[config.mk]
export PLATFORM = sky130hd
export DESIGN_NAME = button_interrupt_unit_flat
export DESIGN_NICKNAME = d
export VERILOG_FILES = /design/src/rtl/button_interrupt_unit_pkg.sv /design/src/rtl/button_interrupt_unit_if.sv /design/src/rtl/button_interrupt_unit_debouncer.sv /design/src/rtl/button_interrupt_unit.sv /design/src/flat_wrapper.sv
export SDC_FILE = /design/constraint.sdc
export NUM_CORES = 1
export LEC_CHECK = 0
export ABC_AREA = 0
export CORE_ASPECT_RATIO = 0.9
export CORE_MARGIN = 1
export CORE_UTILIZATION = 35
export DETAILED_ROUTE_END_ITERATION = 6
export GPL_TIMING_DRIVEN = 0
export PLACE_DENSITY = 0.53
export SYNTH_ARGS = -nofsm -noshare
export SYNTH_HDL_FRONTEND = slang
export SYNTH_SLANG_ARGS = --single-unit
[constraint.sdc]
create_clock -name clk -period 2.7 [get_ports clk]
set_input_delay 0.54 -clock clk [delete_from_list [all_inputs] [get_ports clk]]
set_output_delay 0.54 -clock clk [all_outputs]
set_load 0.05 [all_outputs]
[src/rtl/button_interrupt_unit_pkg.sv]
// Shared definitions for the push-button interrupt front end: FSM state
// encodings, the default debounce length and the button index constants
// that the I/O manager address map also uses.
package button_interrupt_unit_pkg;

    localparam int N_BTN_DEFAULT      = 4;
    localparam int DEB_CYCLES_DEFAULT = 50000;   // 1 ms at 50 MHz
    localparam int CNT_W_DEFAULT      = 16;

    // Button indices shared with the I/O manager address map.
    localparam int BTN_0 = 0;
    localparam int BTN_1 = 1;
    localparam int BTN_2 = 2;
    localparam int BTN_3 = 3;

    typedef enum logic [1:0] {
        ST_IDLE         = 2'd0,
        ST_REQ          = 2'd1,
        ST_WAIT_ACK_LOW = 2'd2
    } state_t;

endpackage

[src/rtl/button_interrupt_unit_if.sv]
// Signal bundle between the board/CPU side and the button interrupt unit.
// Handshake: intr_req is held high with a stable intr_vector until the CPU
// raises intr_ack (a level); the request is then dropped and a new one is
// only presented after intr_ack has returned low.
interface button_interrupt_unit_if
    import button_interrupt_unit_pkg::*;
#(
    parameter int N_BTN = N_BTN_DEFAULT,
    parameter int VEC_W = (N_BTN > 1) ? $clog2(N_BTN) : 1
) ();

    logic [N_BTN-1:0] buttons_raw;
    logic [N_BTN-1:0] intr_enable;
    logic             intr_ack;
    logic [N_BTN-1:0] buttons;
    logic             intr_req;
    logic [VEC_W-1:0] intr_vector;
    logic [N_BTN-1:0] pending;
    state_t           dbg_state;

    // Board pins plus CPU side.
    modport master (
        output buttons_raw, intr_enable, intr_ack,
        input  buttons, intr_req, intr_vector, pending, dbg_state
    );

    // The interrupt unit itself.
    modport slave (
        input  buttons_raw, intr_enable, intr_ack,
        output buttons, intr_req, intr_vector, pending, dbg_state
    );

endinterface

[src/rtl/button_interrupt_unit_debouncer.sv]
// One-bit synchroniser and debouncer. The stable output only follows the
// synchronised level once it has disagreed with it for DEB_CYCLES
// consecutive cycles; any bounce back restarts the count.
module button_interrupt_unit_debouncer #(
    parameter int DEB_CYCLES = 50000,
    parameter int CNT_W      = 16,
    parameter int ACTIVE_LOW = 1
) (
    input  logic clk,
    input  logic reset,
    input  logic raw,
    output logic stable
);

    logic             sync0;
    logic             sync1;
    logic [CNT_W-1:0] cnt;
    logic             raw_pressed;

    assign raw_pressed = (ACTIVE_LOW != 0) ? ~raw : raw;

    // Two-flop synchroniser, then count how long the synced level disagrees.
    always_ff @(posedge clk) begin
        if (reset) begin
            sync0  <= 1'b0;
            sync1  <= 1'b0;
            cnt    <= '0;
            stable <= 1'b0;
        end else begin
            sync0 <= raw_pressed;
            sync1 <= sync0;
            if (sync1 == stable) begin
                cnt <= '0;
            end else if (cnt == CNT_W'(DEB_CYCLES - 1)) begin
                stable <= sync1;
                cnt    <= '0;
            end else begin
                cnt <= cnt + 1'b1;
            end
        end
    end

endmodule

[src/rtl/button_interrupt_unit.sv]
// Push-button front end: debounced levels for the I/O manager, press edges
// latched as pending interrupts, and a fixed-priority req/ack presenter
// (index 0 highest) that hands one interrupt at a time to the CPU.
module button_interrupt_unit
    import button_interrupt_unit_pkg::*;
#(
    parameter int N_BTN      = N_BTN_DEFAULT,
    parameter int DEB_CYCLES = DEB_CYCLES_DEFAULT,
    parameter int CNT_W      = CNT_W_DEFAULT,
    parameter int ACTIVE_LOW = 1
) (
    input  logic                   clk,
    input  logic                   reset,
    button_interrupt_unit_if.slave bus
);

    localparam int VEC_W = (N_BTN > 1) ? $clog2(N_BTN) : 1;

    logic [N_BTN-1:0] buttons_q;
    logic [N_BTN-1:0] buttons_prev;
    logic [N_BTN-1:0] press;
    logic [N_BTN-1:0] pending_q;
    logic [N_BTN-1:0] pending_d;
    logic [VEC_W-1:0] low_idx;
    logic [VEC_W-1:0] vec_q;
    logic [VEC_W-1:0] vec_d;
    logic             req;
    logic             service;
    state_t           state_q;
    state_t           state_d;

    for (genvar i = 0; i < N_BTN; i++) begin : g_deb
        button_interrupt_unit_debouncer #(
            .DEB_CYCLES (DEB_CYCLES),
            .CNT_W      (CNT_W),
            .ACTIVE_LOW (ACTIVE_LOW)
        ) u_deb (
            .clk    (clk),
            .reset  (reset),
            .raw    (bus.buttons_raw[i]),
            .stable (buttons_q[i])
        );
    end

    // Previous debounced level, for rising-edge (press) detection.
    always_ff @(posedge clk) begin
        if (reset) buttons_prev <= '0;
        else       buttons_prev <= buttons_q;
    end

    assign press   = buttons_q & ~buttons_prev;
    assign service = (state_q == ST_REQ) && bus.intr_ack;

    // Pending update: ack clear, then disable clear, then a new press wins.
    always_comb begin
        pending_d = pending_q;
        for (int i = 0; i < N_BTN; i++) begin
            if (service && (vec_q == VEC_W'(i))) pending_d[i] = 1'b0;
            if (!bus.intr_enable[i])             pending_d[i] = 1'b0;
            if (press[i] && bus.intr_enable[i])  pending_d[i] = 1'b1;
        end
    end

    // Lowest set pending index; scanning downward lets index 0 win.
    always_comb begin
        low_idx = '0;
        for (int i = N_BTN - 1; i >= 0; i--) begin
            if (pending_q[i]) low_idx = VEC_W'(i);
        end
    end

    // Request FSM next state and outputs.
    always_comb begin
        state_d = state_q;
        vec_d   = vec_q;
        req     = 1'b0;
        case (state_q)
            ST_IDLE: begin
                if (pending_q != '0) begin
                    vec_d   = low_idx;
                    state_d = ST_REQ;
                end
            end
            ST_REQ: begin
                req = 1'b1;
                if (bus.intr_ack)           state_d = ST_WAIT_ACK_LOW;
                else if (!pending_q[vec_q]) state_d = ST_IDLE;
            end
            ST_WAIT_ACK_LOW: begin
                if (!bus.intr_ack) state_d = ST_IDLE;
            end
            default: state_d = ST_IDLE;
        endcase
    end

    // State, vector and pending registers.
    always_ff @(posedge clk) begin
        if (reset) begin
            state_q   <= ST_IDLE;
            vec_q     <= '0;
            pending_q <= '0;
        end else begin
            state_q   <= state_d;
            vec_q     <= vec_d;
            pending_q <= pending_d;
        end
    end

    assign bus.buttons     = buttons_q;
    assign bus.pending     = pending_q;
    assign bus.intr_req    = req;
    assign bus.intr_vector = vec_q;
    assign bus.dbg_state   = state_q;

endmodule

[src/flat_wrapper.sv]
// flat-port wrapper written by rule: the top's interface ports become plain ports
module button_interrupt_unit_flat import button_interrupt_unit_pkg::*;
#(
    parameter int N_BTN      = N_BTN_DEFAULT,
    parameter int DEB_CYCLES = DEB_CYCLES_DEFAULT,
    parameter int CNT_W      = CNT_W_DEFAULT,
    parameter int ACTIVE_LOW = 1
)
  (clk, reset, bus_buttons_raw, bus_intr_enable, bus_intr_ack, bus_buttons, bus_intr_req, bus_intr_vector, bus_pending, bus_dbg_state);
  button_interrupt_unit_if #(.N_BTN(N_BTN)) bus_i ();
  input  logic clk;
  input  logic reset;
  input wire logic [$bits(bus_i.buttons_raw)-1:0] bus_buttons_raw;
  input wire logic [$bits(bus_i.intr_enable)-1:0] bus_intr_enable;
  input wire logic [$bits(bus_i.intr_ack)-1:0] bus_intr_ack;
  output wire logic [$bits(bus_i.buttons)-1:0] bus_buttons;
  output wire logic [$bits(bus_i.intr_req)-1:0] bus_intr_req;
  output wire logic [$bits(bus_i.intr_vector)-1:0] bus_intr_vector;
  output wire logic [$bits(bus_i.pending)-1:0] bus_pending;
  output wire logic [$bits(bus_i.dbg_state)-1:0] bus_dbg_state;
  assign bus_i.buttons_raw = bus_buttons_raw;
  assign bus_i.intr_enable = bus_intr_enable;
  assign bus_i.intr_ack = bus_intr_ack;
  assign bus_buttons = bus_i.buttons;
  assign bus_intr_req = bus_i.intr_req;
  assign bus_intr_vector = bus_i.intr_vector;
  assign bus_pending = bus_i.pending;
  assign bus_dbg_state = bus_i.dbg_state;
  button_interrupt_unit #(.N_BTN(N_BTN), .DEB_CYCLES(DEB_CYCLES), .CNT_W(CNT_W), .ACTIVE_LOW(ACTIVE_LOW)) u_core (.clk(clk), .reset(reset), .bus(bus_i));
endmodule
==> qor.txt, run 1 <==
Main area contributors after synthesis - dfxtp_1 47%, xnor2_1 8.9%, nor2_1 7.7%
RSZ-0062 raised after global routing - false
Io pins - 24
Critical Path RT - 2.16 ns
Vias in the first global route - 2740
# hold bufs at CTS - 0
ANT cells - 0
Hpwl dp - 5.09 mm
Chip width - 111 microns
Final Power - 2.56 mW
Synthesized cell area - 3740 sq um
Syn-to-layout area delta - 18.2%
Drt pass-1 iters - 4
Crit path capture type - output pin
Site Rows - 35
Clock Latency Late Sink - 0.33 ns
Final Setup Violations - 0
NumNets Final - 462
Post-synthesis net count - 428
Slew Viols, Final - 0
Power Density - 581 nW/um^2
Worst-path clk slew - 0.06 ns
TritonCTS clock tree - done
Crit-path max FO - 8
Via count - 2871
Most common cell in the synthesized netlist - dfxtp_1
Min Tclk post-route - 2.30 ns
Seq/Total Area, Yosys - 47.2%
Slew of the pin with the lowest slew margin - 0.633 ns
Initial Util - 36.3%
Status - finished, final reports clean
Final wirelength - 7.38 mm
Layout cells sized above 1 - 5.78%
Slew margin rel. - 57.8%
Cts bufs inserted - 9
Hold Crit Class - register to register
Post-Synthesis Cells - 413
Pin count of the biggest net entering global routing - 14
Leakage - 1.44 nW
TNS Setup - 0 ns
Clk root buf - clkbuf_16
Worst Clk Skew - 0.00873 ns
EDFF count, synth - 0
Fin cells - 579
Period utilization - 85.2%
Post-CTS Resized - 0
Most common library cells after synthesis - 88 x dfxtp_1, 77 x nor2_1, 38 x xnor2_1
DR DRC count - 0
Ys async rst share - 0%
H-tree depth - 3
Netlist cell types - 34
Avg Inst Size Synth - 9.05 sq um
#FFs+latches synth - 88
Die area - 11100 sq um
Clk sink count - 88
Die height - 100 microns
CP Launch Type - register
Core area - 10300 sq um
VDD IR-drop max - 274 uV
Fmax - 435 MHz
WL/cell - 12.7 microns
Gr usage total - 14.4%
FF-to-FF setup slack - 0.82 ns
Max cap viols - 0
Post-synth top flop - dfxtp_1
Antenna violations before repair - 0
Final core utilization - 42.9%
First-pass GRT wire length - 12.9 mm
CP Class - register to output pin
Clock Path Buffers - 2
Post-Place Cells - 565
Final hold vios - 0
Via density - 4.96
Dominant cell type by area after synthesis - dfxtp_1
Overflow after GRT - 0
YS warnings - 0
Post-CTS Setup Repair Bufs - 0
Final RePlAce weighted congestion - 0.780
Initial DRC count - 95
Port bufs - 23
CP arrival - 1.76 ns
Post-route ant nets - 0
Share of the synthesized area in the top cell type - 47.2%
## flip-flops by register name, summed over array words and instances (netlist names)
register	flops
u_core.g_deb.u_deb.stable	4
u_core.bus.dbg_state	2
u_core.bus.pending	4
u_core.g_deb.u_deb.cnt	64
u_core.bus.intr_vector	2
u_core.buttons_prev	4
u_core.g_deb.u_deb.sync1	4
u_core.g_deb.u_deb.sync0	4
## logic make-up (layout without fill, tap and decap cells)
kind of cell / after synthesis / after routing / share of synthesized area [%]
simple gates: 220 / 220 / 31.0
flops: 88 / 88 / 47.2
xor+xnor: 60 / 60 / 14.1
buf+inv: 25 / 62 / 3.08
compound gates: 10 / 10 / 1.44
mux: 6 / 6 / 1.94
fa+ha+maj: 4 / 4 / 1.34
## power breakdown
part           switching [mW]  internal (mW)
Sequential            0.00393           1.31
Combinational          0.0241         0.0208
Clock                   0.478          0.732
Total                   0.506           2.06
## final timing paths
kind / cells past startpoint / end / start
worst max-delay path: 3 / bus_intr_req / u_core.bus.dbg_state[0]
worst min-delay path: 1 / u_core.g_deb[2].u_deb.sync1 / u_core.g_deb[2].u_deb.sync0
worst max register to register: 7 / u_core.g_deb[1].u_deb.cnt[13] / u_core.g_deb[1].u_deb.cnt[0]
worst min register to register: 1 / u_core.g_deb[2].u_deb.sync1 / u_core.g_deb[2].u_deb.sync0
## per-layer routing
layer  routed length [microns]  global-route usage (%)  up-vias
li1                          -                       -     1490
met1                      3810                    19.1     1331
met2                      3200                    22.4       46
met3                       314                    5.01        4
met4                        55                    3.69        0
met5                         0                       0        -
## final cells by class
type                    instances  area [sq um]
fillers                      1008          5880
multi-input cells             300          1860
flip-flops and latches         88          1760
clock buffers                  11           243
repair buffers                 23           230
well taps                     129           161
plain buffers                  16          81.3
clock inverters                 3          43.8
inverters                       9          33.8
## stage by stage
step | cell area [sq um] | setup WS, ns | hold slack [ns]
after global routing | 4410 | 0.309 | 0.449
after floorplan | 3740 | 0.561 | 0.414
after CTS | 4410 | 0.372 | 0.437
final | 4410 | 0.400 | 0.428
after detailed placement | 4130 | 0.304 | 0.428
after global placement | 4130 | 0.318 | 0.416
## worst max-delay path, stage by stage, from the launching register on
cell,delay (ns)
dfxtp_1,0.32
buf_2,0.17
nor2b_1,0.14
clkdlybuf4s50_1,0.80
## layout by cell type, fill, tap and decap left out, drive strengths merged, types with 5 or more instances in the layout
cell type	count
nand4	22
nor2b	11
nor3	17
nand3	21
inv	9
nand2b	5
clkdlybuf4s50	23
dfxtp	88
a21oi	6
and3	11
nor4	16
buf	9
nand2	18
nor2	77
mux2i	5
xor2	22
nor4bb	5
clkbuf	18
and4	6
xnor2	38
No activity file was read; power rests on OpenSTA's default activity.
==> run 2: changes to the inputs <==
--- a/config.mk
+++ b/config.mk
@@ -7,11 +7,11 @@
 export LEC_CHECK = 0
 export ABC_AREA = 0
 export CORE_ASPECT_RATIO = 0.9
-export CORE_MARGIN = 1
 export CORE_UTILIZATION = 35
 export DETAILED_ROUTE_END_ITERATION = 6
 export GPL_TIMING_DRIVEN = 0
 export PLACE_DENSITY = 0.53
+export SKIP_CTS_REPAIR_TIMING = 1
 export SYNTH_ARGS = -nofsm -noshare
 export SYNTH_HDL_FRONTEND = slang
 export SYNTH_SLANG_ARGS = --single-unit
==> results of run 2 <==
No change in the layout: final DEF, timing and power equal those of run 1.
==> run 3: changes to the inputs <==
==> constraint.sdc (replaced) <==
create_clock -name clk -period 2.7 [get_ports clk]
set_input_delay 0.54 -clock clk [delete_from_list [all_inputs] [get_ports clk]]
set_output_delay 0.54 -clock clk [all_outputs]
set_load 0.1 [all_outputs]
==> qor.txt, run 3 (synthesis gave the netlist of run 1 again) <==
CP peak stage delay - 1.19 ns (+0.39 ns)
Clk sink count - 88 (unchanged)
DR DRC count - 0 (unchanged)
Largest register FFs - 64 (unchanged)
H-tree depth - 3 (unchanged)
Critical-path cell list - clkdlybuf4s50_1
Max cap viols - 0 (unchanged)
Final core utilization - 42.8% (-0.073 points)
Top reg by flops - u_core.g_deb.u_deb.cnt
Site Rows - 35 (unchanged)
Fillcell total - 1033 (+2.5%)
Via density - 4.83 (-2.5%)
Overflow after GRT - 0 (unchanged)
CP top delay family - buffers and inverters
Final wirelength - 7.13 mm (-3.4%)
Post-route ant nets - 0 (unchanged)
Drt pass-1 iters - 4 (unchanged)
Vias in the first global route - 2644 (-3.5%)
VDD IR-drop max - 271 uV (-1.2%)
Hold Crit Class - register to register
Number of buffers and inverters on the critical path - 1 (-1)
Crit path capture type - output pin
Slew of the pin with the lowest slew margin - 0.967 ns (+0.333 ns)
Period utilization - 94.4% (+9.2 points)
Top sig layer - met4
RSZ-0062 raised after global routing - false
Initial DRC count - 68 (-28%)
Worst-path clk slew - 0.06 ns (about the same)
Leading cell types in the layout, fill and taps excluded - 88 x dfxtp_1, 77 x nor2_1, 38 x xnor2_1
WL/cell - 12.3 microns (-3.6%)
Min Tclk post-route - 2.55 ns (+0.249 ns)
NumNets Final - 462 (unchanged)
TritonCTS clock tree - done
Antenna violations before repair - 0 (unchanged)
Pin count of the biggest net entering global routing - 14 (unchanged)
Layout cells sized above 1 - 6.21% (+0.43 points)
Final RePlAce weighted congestion - 0.805 (+3.3%)
Clock Path Buffers - 2 (unchanged)
Core area - 10300 sq um (unchanged)
First-pass GRT wire length - 12.5 mm (-3.3%)
Power Density - 563 nW/um^2 (-3.1%)
Met2 wire len - 3.01 mm (-5.9%)
Worst Clk Skew - 0.00515 ns (-0.00358 ns)
Met3 wire len - 307 microns (-2.2%)
Critical Path RT - 2.16 ns (about the same)
CP Launch Type - register
Hpwl dp - 5.01 mm (-1.5%)
Commonest non-fill, non-tap cell in the layout - dfxtp_1
Chip width - 111 microns (unchanged)
CP arrival - 2.01 ns (+0.25 ns)
Die height - 100 microns (unchanged)
ANT cells - 0 (unchanged)
Die area - 11100 sq um (unchanged)
Wl on met1 - 3.76 mm (-1.5%)
Clock Latency Late Sink - 0.33 ns (about the same)
Slew Viols, Final - 0 (unchanged)
Clk root buf - clkbuf_16
Io pins - 24 (unchanged)
Gr usage total - 14.1% (-0.32 points)
Syn-to-layout area delta - 18.0%
Initial Util - 36.3% (unchanged)
Final Setup Violations - 0 (unchanged)
Final hold vios - 0 (unchanged)
Via count - 2804 (-2.3%)
Cts bufs inserted - 9 (unchanged)
TNS Setup - 0 ns (unchanged)
CP max stage cell - clkdlybuf4s50_1
Slew margin rel. - 35.4% (-22 points)
Status - finished, final reports clean
CP Class - register to output pin
Leakage - 1.45 nW (+0.81%)
Crit-path max FO - 8 (unchanged)
Fmax - 392 MHz (-9.8%)
Port bufs - 23 (unchanged)
[run 3: through the flow]
step                cells  setup slack [ns]  power (mW)  hold slack [ns]  cell area, sq um
finish                580             0.151        2.48            0.432              4410
CTS                   580            0.0315        2.53            0.429              4400
floorplan             413            0.0699        1.36            0.414              3740
global placement      565             0.305        1.38            0.418              4130
detailed placement    565             0.285        1.38            0.420              4130
global route          580            0.0795        2.59            0.450              4410
[run 3: report_power, final]
| group | leakage, nW | total (mW) | internal, mW | switching (mW) |
|---|---|---|---|---|
| clock network | 0.134 | 1.13 | 0.665 | 0.462 |
| logic | 0.606 | 0.0441 | 0.0208 | 0.0233 |
| registers | 0.710 | 1.31 | 1.31 | 0.00393 |
[run 3: area by class of cell]
class | instances | area (sq um) | share of cell area, %
Tap cell | 129 | 161 | 3.66
Timing Repair Buffer | 23 | 233 | 5.28
Sequential cell | 88 | 1760 | 40.0
Clock buffer | 12 | 256 | 5.82
Buffer | 16 | 81.3 | 1.85
Clock inverter | 3 | 17.5 | 0.398
Multi-Input combinational cell | 300 | 1860 | 42.2
Inverter | 9 | 33.8 | 0.767
[run 3: layer usage]
metal,track usage (%),vias up
li1,-,1484
met1,18.9,1275
met2,21.4,40
met3,5.13,5
met4,3.69,0
met5,0,-
[run 3: worst paths after layout]
path,startpoint,end,slack [ns],cells past startpoint
hold reg to reg,u_core.g_deb[3].u_deb.sync0,u_core.g_deb[3].u_deb.sync1,0.43,1
hold / removal,u_core.g_deb[3].u_deb.sync0,u_core.g_deb[3].u_deb.sync1,0.43,1
setup / recovery,u_core.bus.dbg_state[1],bus_dbg_state[1],0.15,1
setup reg to reg,u_core.g_deb[1].u_deb.cnt[0],u_core.g_deb[1].u_deb.cnt[12],0.85,7
